===== config.mk =====
export PLATFORM = sky130hd
export DESIGN_NAME = vec_addsub_pipe
export DESIGN_NICKNAME = d
export VERILOG_FILES = /design/src/rtl/vec_addsub_pipe.sv
export SDC_FILE = /design/constraint.sdc
export NUM_CORES = 1
export LEC_CHECK = 0
export ABC_CLOCK_PERIOD_IN_PS = 31800
export CAP_MARGIN = 20
export CORE_AREA = 4 4 238 240
export CTS_BUF_LIST = sky130_fd_sc_hd__clkbuf_4
export DETAILED_ROUTE_END_ITERATION = 8
export DIE_AREA = 0 0 242 244
export PLACE_DENSITY = 0.52
export REMOVE_ABC_BUFFERS = 1
export SLEW_MARGIN = 20
export SYNTH_ARGS = -nofsm -noshare
export SYNTH_HDL_FRONTEND = slang
export SYNTH_SLANG_ARGS = --single-unit

===== constraint.sdc =====
create_clock -name clk -period 31.8 [get_ports clk]
set_input_delay 4.77 -clock clk [delete_from_list [all_inputs] [get_ports clk]]
set_output_delay 4.77 -clock clk [all_outputs]
set_load 0.01 [all_outputs]

===== src/rtl/vec_addsub_pipe.sv =====
// Two-stage SIMD add/subtract unit: byte-sliced carry chain segmented at SEW
// element boundaries, with carry/borrow-in and saturating variants.
module vec_addsub_pipe #(
  parameter int DATA_W = 64
) (
  input  logic                clk,
  input  logic                reset,
  input  logic                in_valid,
  output logic                in_ready,
  input  logic [DATA_W-1:0]   in_a,
  input  logic [DATA_W-1:0]   in_b,
  input  logic [1:0]          in_sew,
  input  logic [2:0]          in_op,
  input  logic [DATA_W/8-1:0] in_cin,
  output logic                out_valid,
  input  logic                out_ready,
  output logic [DATA_W-1:0]   out_result,
  output logic [DATA_W/8-1:0] out_carry,
  output logic                out_sat
);
  localparam int NB = DATA_W / 8;
  localparam int IW = $clog2(NB);

  typedef enum logic [2:0] {
    OP_ADD   = 3'b000,
    OP_SUB   = 3'b001,
    OP_RSUB  = 3'b010,
    OP_ADC   = 3'b011,
    OP_SBC   = 3'b100,
    OP_SADDU = 3'b101,
    OP_SADD  = 3'b110,
    OP_SSUB  = 3'b111
  } op_e;

  logic              r_v1, r_v2;
  logic [DATA_W-1:0] r_a1, r_b1, r_res2;
  logic [1:0]        r_sew1;
  op_e               r_op1;
  logic [NB-1:0]     r_cin1, r_carry2;
  logic              r_sat2;

  logic              w_load1, w_load2;
  logic [DATA_W-1:0] w_x, w_y, w_sum, w_res;
  logic              w_sub, w_sat_any;
  logic [NB-1:0]     w_init_c, w_ecout, w_eovf, w_easign;
  logic [IW-1:0]     w_mask;

  assign w_load2  = r_v1 && (!r_v2 || out_ready);
  assign w_load1  = !r_v1 || w_load2;
  assign in_ready = w_load1 && !reset;

  always_ff @(posedge clk or posedge reset) begin
    if (reset) begin
      r_v1   <= 1'b0;
      r_a1   <= '0;
      r_b1   <= '0;
      r_sew1 <= '0;
      r_op1  <= OP_ADD;
      r_cin1 <= '0;
    end else if (w_load1) begin
      r_v1 <= in_valid;
      if (in_valid) begin
        r_a1   <= in_a;
        r_b1   <= in_b;
        r_sew1 <= in_sew;
        r_op1  <= op_e'(in_op);
        r_cin1 <= in_cin;
      end
    end
  end

  // Subtract forms feed the inverted subtrahend; RSUB swaps the operands.
  always_comb begin
    w_x      = r_a1;
    w_y      = ~r_b1;
    w_sub    = 1'b1;
    w_init_c = '0;
    case (r_op1)
      OP_ADD, OP_ADC, OP_SADDU, OP_SADD: begin
        w_y   = r_b1;
        w_sub = 1'b0;
      end
      OP_RSUB: begin
        w_x = r_b1;
        w_y = ~r_a1;
      end
      default: ;
    endcase
    for (int e = 0; e < NB; e++) begin
      case (r_op1)
        OP_SUB, OP_RSUB, OP_SSUB: w_init_c[e] = 1'b1;
        OP_ADC:                   w_init_c[e] = r_cin1[e];
        OP_SBC:                   w_init_c[e] = ~r_cin1[e];
        default:                  w_init_c[e] = 1'b0;
      endcase
    end
  end

  always_comb begin
    logic          c_prev;
    logic          c_in;
    logic          sat_e;
    logic [8:0]    s9;
    logic [IW-1:0] kk;
    logic [IW-1:0] ei;
    c_prev    = 1'b0;
    c_in      = 1'b0;
    sat_e     = 1'b0;
    s9        = '0;
    kk        = '0;
    ei        = '0;
    w_mask    = IW'((1 << r_sew1) - 1);
    w_sum     = '0;
    w_ecout   = '0;
    w_eovf    = '0;
    w_easign  = '0;
    w_sat_any = 1'b0;
    // Carry chain: element boundaries restart with the op's initial carry.
    for (int k = 0; k < NB; k++) begin
      kk   = IW'(k);
      ei   = IW'(k >> r_sew1);
      c_in = ((kk & w_mask) == '0) ? w_init_c[ei] : c_prev;
      s9   = {1'b0, w_x[8*k +: 8]} + {1'b0, w_y[8*k +: 8]} + {8'b0, c_in};
      w_sum[8*k +: 8] = s9[7:0];
      c_prev = s9[8];
      if ((kk & w_mask) == w_mask) begin
        w_ecout[ei]  = s9[8] ^ w_sub;
        w_eovf[ei]   = (w_x[8*k+7] == w_y[8*k+7]) && (s9[7] != w_x[8*k+7]);
        w_easign[ei] = r_a1[8*k+7];
      end
    end
    w_res = w_sum;
    for (int k = 0; k < NB; k++) begin
      kk    = IW'(k);
      ei    = IW'(k >> r_sew1);
      sat_e = ((r_op1 == OP_SADDU) && w_ecout[ei]) ||
              (((r_op1 == OP_SADD) || (r_op1 == OP_SSUB)) && w_eovf[ei]);
      if (sat_e) begin
        w_sat_any = 1'b1;
        if (r_op1 == OP_SADDU)
          w_res[8*k +: 8] = 8'hFF;
        else if ((kk & w_mask) == w_mask)
          w_res[8*k +: 8] = w_easign[ei] ? 8'h80 : 8'h7F;
        else
          w_res[8*k +: 8] = w_easign[ei] ? 8'h00 : 8'hFF;
      end
    end
  end

  always_ff @(posedge clk or posedge reset) begin
    if (reset) begin
      r_v2     <= 1'b0;
      r_res2   <= '0;
      r_carry2 <= '0;
      r_sat2   <= 1'b0;
    end else if (w_load2) begin
      r_v2     <= 1'b1;
      r_res2   <= w_res;
      r_carry2 <= w_ecout;
      r_sat2   <= w_sat_any;
    end else if (out_ready) begin
      r_v2 <= 1'b0;
    end
  end

  assign out_valid  = r_v2;
  assign out_result = r_res2;
  assign out_carry  = r_carry2;
  assign out_sat    = r_sat2;
endmodule


**Word-level counts from Yosys, hierarchy flattened**

Index checks and enable logic that the tools add are counted.
Widths: inputs -> output; s select.

- Flip-flop bits (word level): 216

- Shift operators: 9
- Bitwise operators: 21
- Equality and inequality tests: 23
- Reduce and logical (&&, ||, !) cells: 63
- Mux-type cells: 188
- Magnitude comparators: 16
- Add/subtract/negate cells: 17

Operator list:

| cell | number |
|---|---|
| $mux 8 | 59 |
| $bwmux 8 | 21 |
| $not 64->64 | 2 |
| $pmux 64 s2 | 1 |
| $bmux 1 s3 | 32 |
| $add 8x8->9 | 8 |
| $add 9x1->9 | 8 |
| $mux 64 | 1 |
| $mux 1 | 58 |
| $logic_and 1x1->1 | 34 |
| $lt 3x4->1 const B | 8 |
| $and 8x8->8 | 3 |
| $demux 1 s3 | 8 |
| $ge 3x1->1 const B | 8 |
| $logic_not 3->1 | 8 |
| $pmux 1 s3 | 8 |
| $eq 3x3->1 const B | 4 |
| $shr 3x2->3 const A | 4 |
| $logic_or 1x1->1 | 11 |
| $eq 1x1->1 | 8 |
| $ne 1x1->1 | 8 |
| $not 1->1 | 8 |
| $xor 1x1->1 | 8 |
| $eq 3x2->1 const B | 2 |
| 11 further kinds | 17 |

**Longest topological paths before layout**

Gate-level depths: netlist of run 1.

- Depth after elaboration: 35
- Depth in mapped cells: 71
- Gate-level depth less buffers: 65

**Worst setup path before layout of run 1**

OpenSTA, ideal clock, no wires.

- Path kind: reg-to-reg
- Start: register r_op1[2]
- End: register r_sat2, in the netlist out_sat
- Stages on the path, launching flop included: 72
- Arrival time: 14.501 ns
- Path slack: 17.173 ns
- Library setup time: 0.126 ns
- Cells stage by stage: dfrtp_1 buf_6 xnor3_1 buf_4 buf_4 clkbuf_1 buf_1 nand2_1 o221ai_1 fa_1 inv_1 fa_1 nor2b_1 o31ai_1 a21o_1 nor2_1 a21oi_1 fa_1 [36 not listed] o211ai_1 nand2_1 nor2_1 a21oi_1 fa_1 fa_1 a211oi_1 o21a_1 nor3_1 nand2b_1 buf_2 o211ai_1 a31oi_1 mux2_2 o311ai_1 or2_1 buf_2 o32a_1

- Word-level cells in the longest chain between the ends: 35
- Elaborated cells on any way between the ends: 187
- Those cells by class: add/sub: 16; eq/ne: 23; mux: 102; bitwise: 10; reduce/logical: 36

Ends and longest elaborated chain:

| element | line | RTL |
|---|---|---|
| from (decl) | 38 | `op_e r_op1;` |
| from (signal assigned) | 66 | `r_op1 <= op_e'(in_op);` |
| branches (longest 34 deep; another with $add 8x8->9) | n/a |  |
| $mux 1 (*) | 138 | `if (sat_e) begin` |
| to (signal assigned) | 160 | `r_sat2 <= w_sat_any;` |
| to (decl) | 40 | `logic r_sat2;` |

Mark *: on every way between the ends. The select of a mux whose other input is x is not followed.
A chain may end at the register's enable or synchronous reset.

**Worst setup path after layout of run 1**

Same ends and word-level chain as after synthesis.

==> results of run 1 <==
==> per-stage QoR <==
step                hold WS, ps  cell area [sq um]
floorplan                   493              15700
global placement            469              19000
detailed placement          465              19000
CTS                         488              19800
global route                507              19800
finish                      480              19800
==> final timing paths <==
kind / end / slack [ps] / cells past startpoint
max reg2reg: out_sat / 13230 / 63
max: out_sat / 13230 / 63
min reg2reg: out_carry[4] / 480 / 2
min: out_carry[4] / 480 / 2
min in group asynchronous: out_valid / 4520 / 2
max in group asynchronous: r_b1[51] / 25920 / 3
==> registers in the layout, summed over array words and instances (netlist names) <==
name	cells
out_carry	8
out_result	64
out_sat	1
out_valid	1
r_a1	64
r_b1	64
r_cin1	8
r_op1	3
r_sew1	2
r_v1	1
==> power by group through the flow <==
| stage | sequential [uW] | clock, uW | combinational, uW |
|---|---|---|---|
| final | 416 | 280 | 1070 |
| after detailed placement | 422 | 0 | 1070 |
| after global routing | 426 | 307 | 1190 |
| after floorplan | 416 | 0 | 694 |
| after global placement | 421 | 0 | 1060 |
| after CTS | 418 | 294 | 1080 |
==> cells in the mapped netlist (all sizes together) (4+ instances only) <==
library cell  count  area share
a211oi           20       0.010
and2              9      0.0036
o31ai             9      0.0050
mux4              8       0.011
o311ai           14      0.0076
o211ai           24       0.011
nor2            133       0.031
a31oi            29       0.011
nor4              9      0.0035
xor2             12      0.0065
o21a             23       0.011
inv              36      0.0084
a22oi             5      0.0023
o2111ai           4      0.0022
o21ai            93       0.029
a21oi            67       0.022
nor2b            20      0.0077
nand2b           19      0.0074
nand4             6      0.0023
o22ai            16      0.0062
clkbuf           79       0.018
a21o             11      0.0051
o221ai           64       0.035
fa               16       0.020
a211o             4      0.0022
o221a             8      0.0056
or3              10      0.0039
or4               4      0.0019
o21bai            4      0.0019
or2               9      0.0035
mux2i            46       0.029
a221oi            8      0.0058
o31a             10      0.0054
and3              7      0.0027
nand2           355       0.083
ha               76       0.059
a311oi            4      0.0026
o211a             5      0.0031
nor3             33       0.010
dfrtp           216        0.33
xnor2            36       0.020
buf              36       0.010
mux2            156        0.11
nand3            21      0.0065
==> final cells by class <==
type                            instances  area, sq um  area share
Antenna cell                            2         5.00    0.000252
Tap cell                              704          881      0.0444
Clock buffer                           91          683      0.0344
Sequential cell                       216         5410       0.272
Inverter                               39          154     0.00776
Timing Repair Buffer                  246         2390       0.121
Clock inverter                         20          143     0.00719
Multi-Input combinational cell       1445        10200       0.513
==> cell families after synthesis <==
group / after synthesis
flops: 216
compound gates: 449
buf+inv: 154
mux: 210
fa+ha+maj: 92
xor+xnor: 49
simple gates: 645
==> critical path, delay by kind of cell (launching register included) <==
family | cells | cell delay [ps]
compound gates | 28 | 6830
buf+inv | 1 | 70
flops | 1 | 750
fa+ha+maj | 15 | 6200
simple gates | 19 | 4480
==> metal layers <==
metal	vias to the layer above	track usage
li1	7061	-
met1	7322	0.252
met2	430	0.341
met3	116	0.0399
met4	0	0.0765
met5	-	0
==> flow_metrics.env, run 1 <==
export IMPL_synth_edf_count=0
export IMPL_cts_num_sinks=216
export IMPL_io_buffers=219
export IMPL_start_util=0.296
export IMPL_antenna_found_initial=1
export IMPL_nFillCells=5616
export IMPL_seq_area_frac_synth=0.334
export IMPL_wl_met2_mm=29.1
export IMPL_yosys_warnings=0
export IMPL_grt_setup_unrepaired="no"
export IMPL_max_clock_path_buffers=3
export IMPL_post_dp_hpwl_mm=44.0
export IMPL_max_freq_mhz=53.8
export IMPL_place_inst=2650
export IMPL_final_common_cell="nand2_1"
export IMPL_holdCritStartpoint="out_carry[4]"
export IMPL_routedWlPerCell_um=21.7
export IMPL_numCtsBuffers=67
export IMPL_routed_wl_mm=60.0
export IMPL_layout_drive_gt1_share=0.163
export IMPL_crit_path_max_fanout=35
export IMPL_vias=14929
export IMPL_finalSetupViolCount=0
export IMPL_ys_async_sr_fraction=1.00
export IMPL_cap_violations=0
export IMPL_met3WireLength_mm=3.02
export IMPL_coreArea_sq_um=54700
export IMPL_r2r_start="r_op1[2]"
export IMPL_nets=2252
export IMPL_post_route_min_period_ps=18570
export IMPL_synthXorXnorAreaFrac=0.0279
export IMPL_start_kind="register"
export IMPL_switching_power_uw=803
export IMPL_hold_viol=0
export IMPL_grt_max_degree=93
export IMPL_fp_row_count=86
export IMPL_layout_setup_ws_ps=13230
export IMPL_cts_htree_levels=3
export IMPL_p_sw_frac=0.454
export IMPL_path_class="reg2reg"
export IMPL_gp_congestion=0.924
export IMPL_synth_compound_area_frac=0.199
export IMPL_avgSynthCellArea_sq_um=8.91
export IMPL_ctsResizeCount=0
export IMPL_layout_common_cells="nand2_1 (351), clkdlybuf4s50_1 (219), dfrtp_1 (216)"
export IMPL_fin_util=0.363
export IMPL_p_leak_uw=0.00830
export IMPL_drc=0
export IMPL_pwr_density_cell_nw_per_um2=89.0
export IMPL_clock_skew_ps=76.8
export IMPL_viasPerCell=5.40
export IMPL_internal_power_uw=964
export IMPL_fp_dieH_um=244
export IMPL_overflow=0
export IMPL_cts_setup_buffers=0
export IMPL_track_usage=0.200
export IMPL_die_w_um=242
export IMPL_crit_slowest_cell="dfrtp_1"
export IMPL_ys_flop_type="dfrtp_1"
export IMPL_ys_ff_latch=216
export IMPL_area_delta_synth_final_pct=22.8
export IMPL_synth_top_family_by_area="compound AO/OA/AOI/OAI gates"
export IMPL_clockPowerShare=0.158
export IMPL_synthAdderAreaFrac=0.0786
export IMPL_cts_reportedPaths_clkPinSlew_ps=80
export IMPL_p_total_uw=1770
export IMPL_dr_pass1_iters=5
export IMPL_status="complete, no violations"
export IMPL_slew_viol_final=0
export IMPL_drtIter0Drc=882
export IMPL_synthSimpleGateAreaFrac=0.173
export IMPL_routed_top_layer="met4"
export IMPL_root_buffer="clkbuf_4"
export IMPL_slew_headroom=0.305
export IMPL_p_seq_frac=0.235
export IMPL_hold_class="reg2reg"
export IMPL_end_kind="register"
export IMPL_setup_tns_ps=0
export IMPL_tightestPinTransition_ps=1030
export IMPL_clk_latency_ps=820
export IMPL_m1WireLength_mm=25.9
export IMPL_p_comb_frac=0.606
export IMPL_cts_hold_buf=0
export IMPL_antenna_left=0
export IMPL_cpMostUsedCell="fa_1"
export IMPL_place_ws_ps=13340
export IMPL_synth_mux_area_frac=0.149
export IMPL_stdcell_count=2763
export IMPL_cts_tree="built"
export IMPL_synth_area_sq_um=16200
export IMPL_pin_count=220
export IMPL_worst_ep_required_time_ps=32440
export IMPL_grt_pass1_wl_mm=92.1
export IMPL_ir_drop_mv=0.0384
export IMPL_syn_inst=1815
export IMPL_crit_arrival_ps=19210
export IMPL_crit_start="r_op1[2]"
export IMPL_fin_crit_sh=0.584
export IMPL_synth_cell_type_count=93
export IMPL_grt_pass1_vias=15253
export IMPL_dieArea_sq_um=59000
export IMPL_max_stage_delay_ps=750
(Power assumes the default switching activity.)
==> run 2, diff against run 1 <==
--- a/config.mk
+++ b/config.mk
@@ -5,13 +5,13 @@
 export SDC_FILE = /design/constraint.sdc
 export NUM_CORES = 1
 export LEC_CHECK = 0
-export ABC_CLOCK_PERIOD_IN_PS = 31800
+export ABC_CLOCK_PERIOD_IN_PS = 15900
 export CAP_MARGIN = 20
 export CORE_AREA = 4 4 238 240
 export CTS_BUF_LIST = sky130_fd_sc_hd__clkbuf_4
 export DETAILED_ROUTE_END_ITERATION = 8
 export DIE_AREA = 0 0 242 244
-export PLACE_DENSITY = 0.52
+export PLACE_DENSITY = 0.54
 export REMOVE_ABC_BUFFERS = 1
 export SLEW_MARGIN = 20
 export SYNTH_ARGS = -nofsm -noshare
==> constraint.sdc (replaced) <==
create_clock -name clk -period 15.9 [get_ports clk]
set_input_delay 2.385 -clock clk [delete_from_list [all_inputs] [get_ports clk]]
set_output_delay 2.385 -clock clk [all_outputs]
set_load 0.01 [all_outputs]
==> run 2 against run 1 <==
Fmax increased by 23%. Clock power rose by 90%. Clock skew fell by 22 ps. Largest cell class unchanged.
==> flow_metrics.env, run 2 (synthesis results as in run 1) <==
export IMPL_pwr_density_cell_nw_per_um2=178
export IMPL_fp_row_count=86
export IMPL_die_w_um=242
export IMPL_root_buffer="clkbuf_4"
export IMPL_layout_drive_gt1_share=0.193
export IMPL_max_freq_mhz=66.4
export IMPL_cpMostUsedCell="fa_1"
export IMPL_slew_viol_final=0
export IMPL_gp_congestion=0.920
export IMPL_start_kind="register"
export IMPL_slew_headroom=0.308
export IMPL_crit_slowest_cell="or3b_4"
export IMPL_final_common_cell="nand2_1"
export IMPL_p_leak_uw=0.00854
export IMPL_cap_violations=0
export IMPL_routed_wl_mm=59.3
export IMPL_viasPerCell=5.39
export IMPL_overflow=0
export IMPL_cts_htree_levels=3
export IMPL_antenna_found_initial=1
export IMPL_clock_skew_ps=54.4
export IMPL_dr_pass1_iters=5
export IMPL_io_buffers=219
export IMPL_ir_drop_mv=0.0963
export IMPL_fin_area_sq_um=20300
export IMPL_hold_viol=0
export IMPL_placement_cell_area_sq_um=19300
export IMPL_pin_count=220
export IMPL_routedWlPerCell_um=21.1
export IMPL_vias=15152
export IMPL_area_delta_synth_final_pct=25.4
export IMPL_fin_crit_sh=0.947
export IMPL_hold_class="reg2reg"
export IMPL_stdcell_count=2809
export IMPL_coreArea_sq_um=54700
export IMPL_nFillCells=5624
export IMPL_place_inst=2693
export IMPL_max_stage_delay_ps=500
export IMPL_numCtsBuffers=68
export IMPL_place_ws_ps=-194
export IMPL_clk_latency_ps=790
export IMPL_path_class="reg2reg"
export IMPL_status="complete, no violations"
export IMPL_worst_ep_required_time_ps=16550
export IMPL_post_dp_hpwl_mm=43.9
export IMPL_fin_util=0.371
export IMPL_crit_arrival_ps=15700
export IMPL_hold_ws_ps=487
export IMPL_tightestPinTransition_ps=1040
export IMPL_max_clock_path_buffers=3
export IMPL_grt_pass1_wl_mm=91.6
export IMPL_cts_hold_buf=0
export IMPL_post_route_min_period_ps=15050
export IMPL_nets=2300
export IMPL_dieArea_sq_um=59000
export IMPL_cts_num_sinks=216
export IMPL_grt_pass1_vias=15331
export IMPL_layout_setup_ws_ps=846
export IMPL_track_usage=0.198
export IMPL_cts_tree="built"
export IMPL_grt_max_degree=98
export IMPL_drc=0
export IMPL_layout_common_cells="nand2_1 (350), clkdlybuf4s50_1 (219), dfrtp_1 (216)"
export IMPL_antenna_left=0
export IMPL_finalSetupViolCount=0
export IMPL_crit_path_max_fanout=11
export IMPL_cts_reportedPaths_clkPinSlew_ps=70
export IMPL_drtIter0Drc=1130
export IMPL_start_util=0.296
export IMPL_fp_dieH_um=244
export IMPL_grt_setup_unrepaired="no"
export IMPL_end_kind="register"
## run 2: cell count changes in the layout (fill, tap and decap cells not counted), sizes merged
| cell | before | now |
|---|---|---|
| bufinv | 2 | 1 |
| inv | 38 | 41 |
| diode | 2 | 1 |
| clkbuf | 91 | 89 |
| buf | 27 | 74 |
| clkinvlp | 3 | 0 |
| clkinv | 16 | 19 |
## run 2: worst paths after layout
path                              start             end  slack (ps)  cells past startpoint
max                            r_op1[2]         out_sat         850                     64
min                        out_carry[3]    out_carry[3]         490                      2
max reg2reg                    r_op1[2]         out_sat         850                     64
min reg2reg                out_carry[3]    out_carry[3]         490                      2
max in group asynchronous         reset  out_result[17]       11680                      4
min in group asynchronous         reset        r_b1[13]        2160                      2
## run 2: worst max-delay path: cells and delay by family (launching register included)
kind	cells	cell delay, ps
buffers and inverters	2	260
AOI/OAI and AO/OA	28	5310
and+or+nand+nor	18	2960
adders and majority gates	16	5930
DFF	1	420
## run 2: cell type report
| class | instances | area, sq um | share of cell area |
|---|---|---|---|
| multi-input combinational | 1445 | 10300 | 0.507 |
| clock inverter | 22 | 113 | 0.00555 |
| clock buffer | 89 | 668 | 0.0330 |
| inverter | 39 | 154 | 0.00759 |
| timing repair buffer | 293 | 2760 | 0.136 |
| antenna | 1 | 2.50 | 0.000123 |
| tap | 704 | 881 | 0.0434 |
| sequential | 216 | 5410 | 0.267 |
## run 2: per-stage QoR
step | total power, uW | setup TNS [ps]
2_1_floorplan | 2220 | -118630
3_5_place_dp | 3050 | -2360
3_3_place_gp | 3030 | 0
4_1_cts | 3620 | 0
6_report | 3610 | 0
5_1_grt | 3930 | 0
## run 2: layer usage
metal  routed length [um]  GRT usage  share of wire  vias to the layer above
li1                     -          -              -                     7164
met1                26200      0.257           0.44                     7401
met2                28300      0.331           0.48                      465
met3                 2780     0.0351          0.047                      122
met4                 2010     0.0736          0.034                        0
met5                    0          0              0                        -
## run 2: power breakdown
group          switching, uW  total (uW)  internal [uW]
clock                    257         532            275
sequential               131         827            696
combinational           1240        2260           1020
## run 2: what timing repair did
item | in CTS | in global routing
gates resized for setup | 5 | 31
buffers inserted | 0 | 4
pin swaps | 0 | 7
setup endpoints to repair | 49 | 66
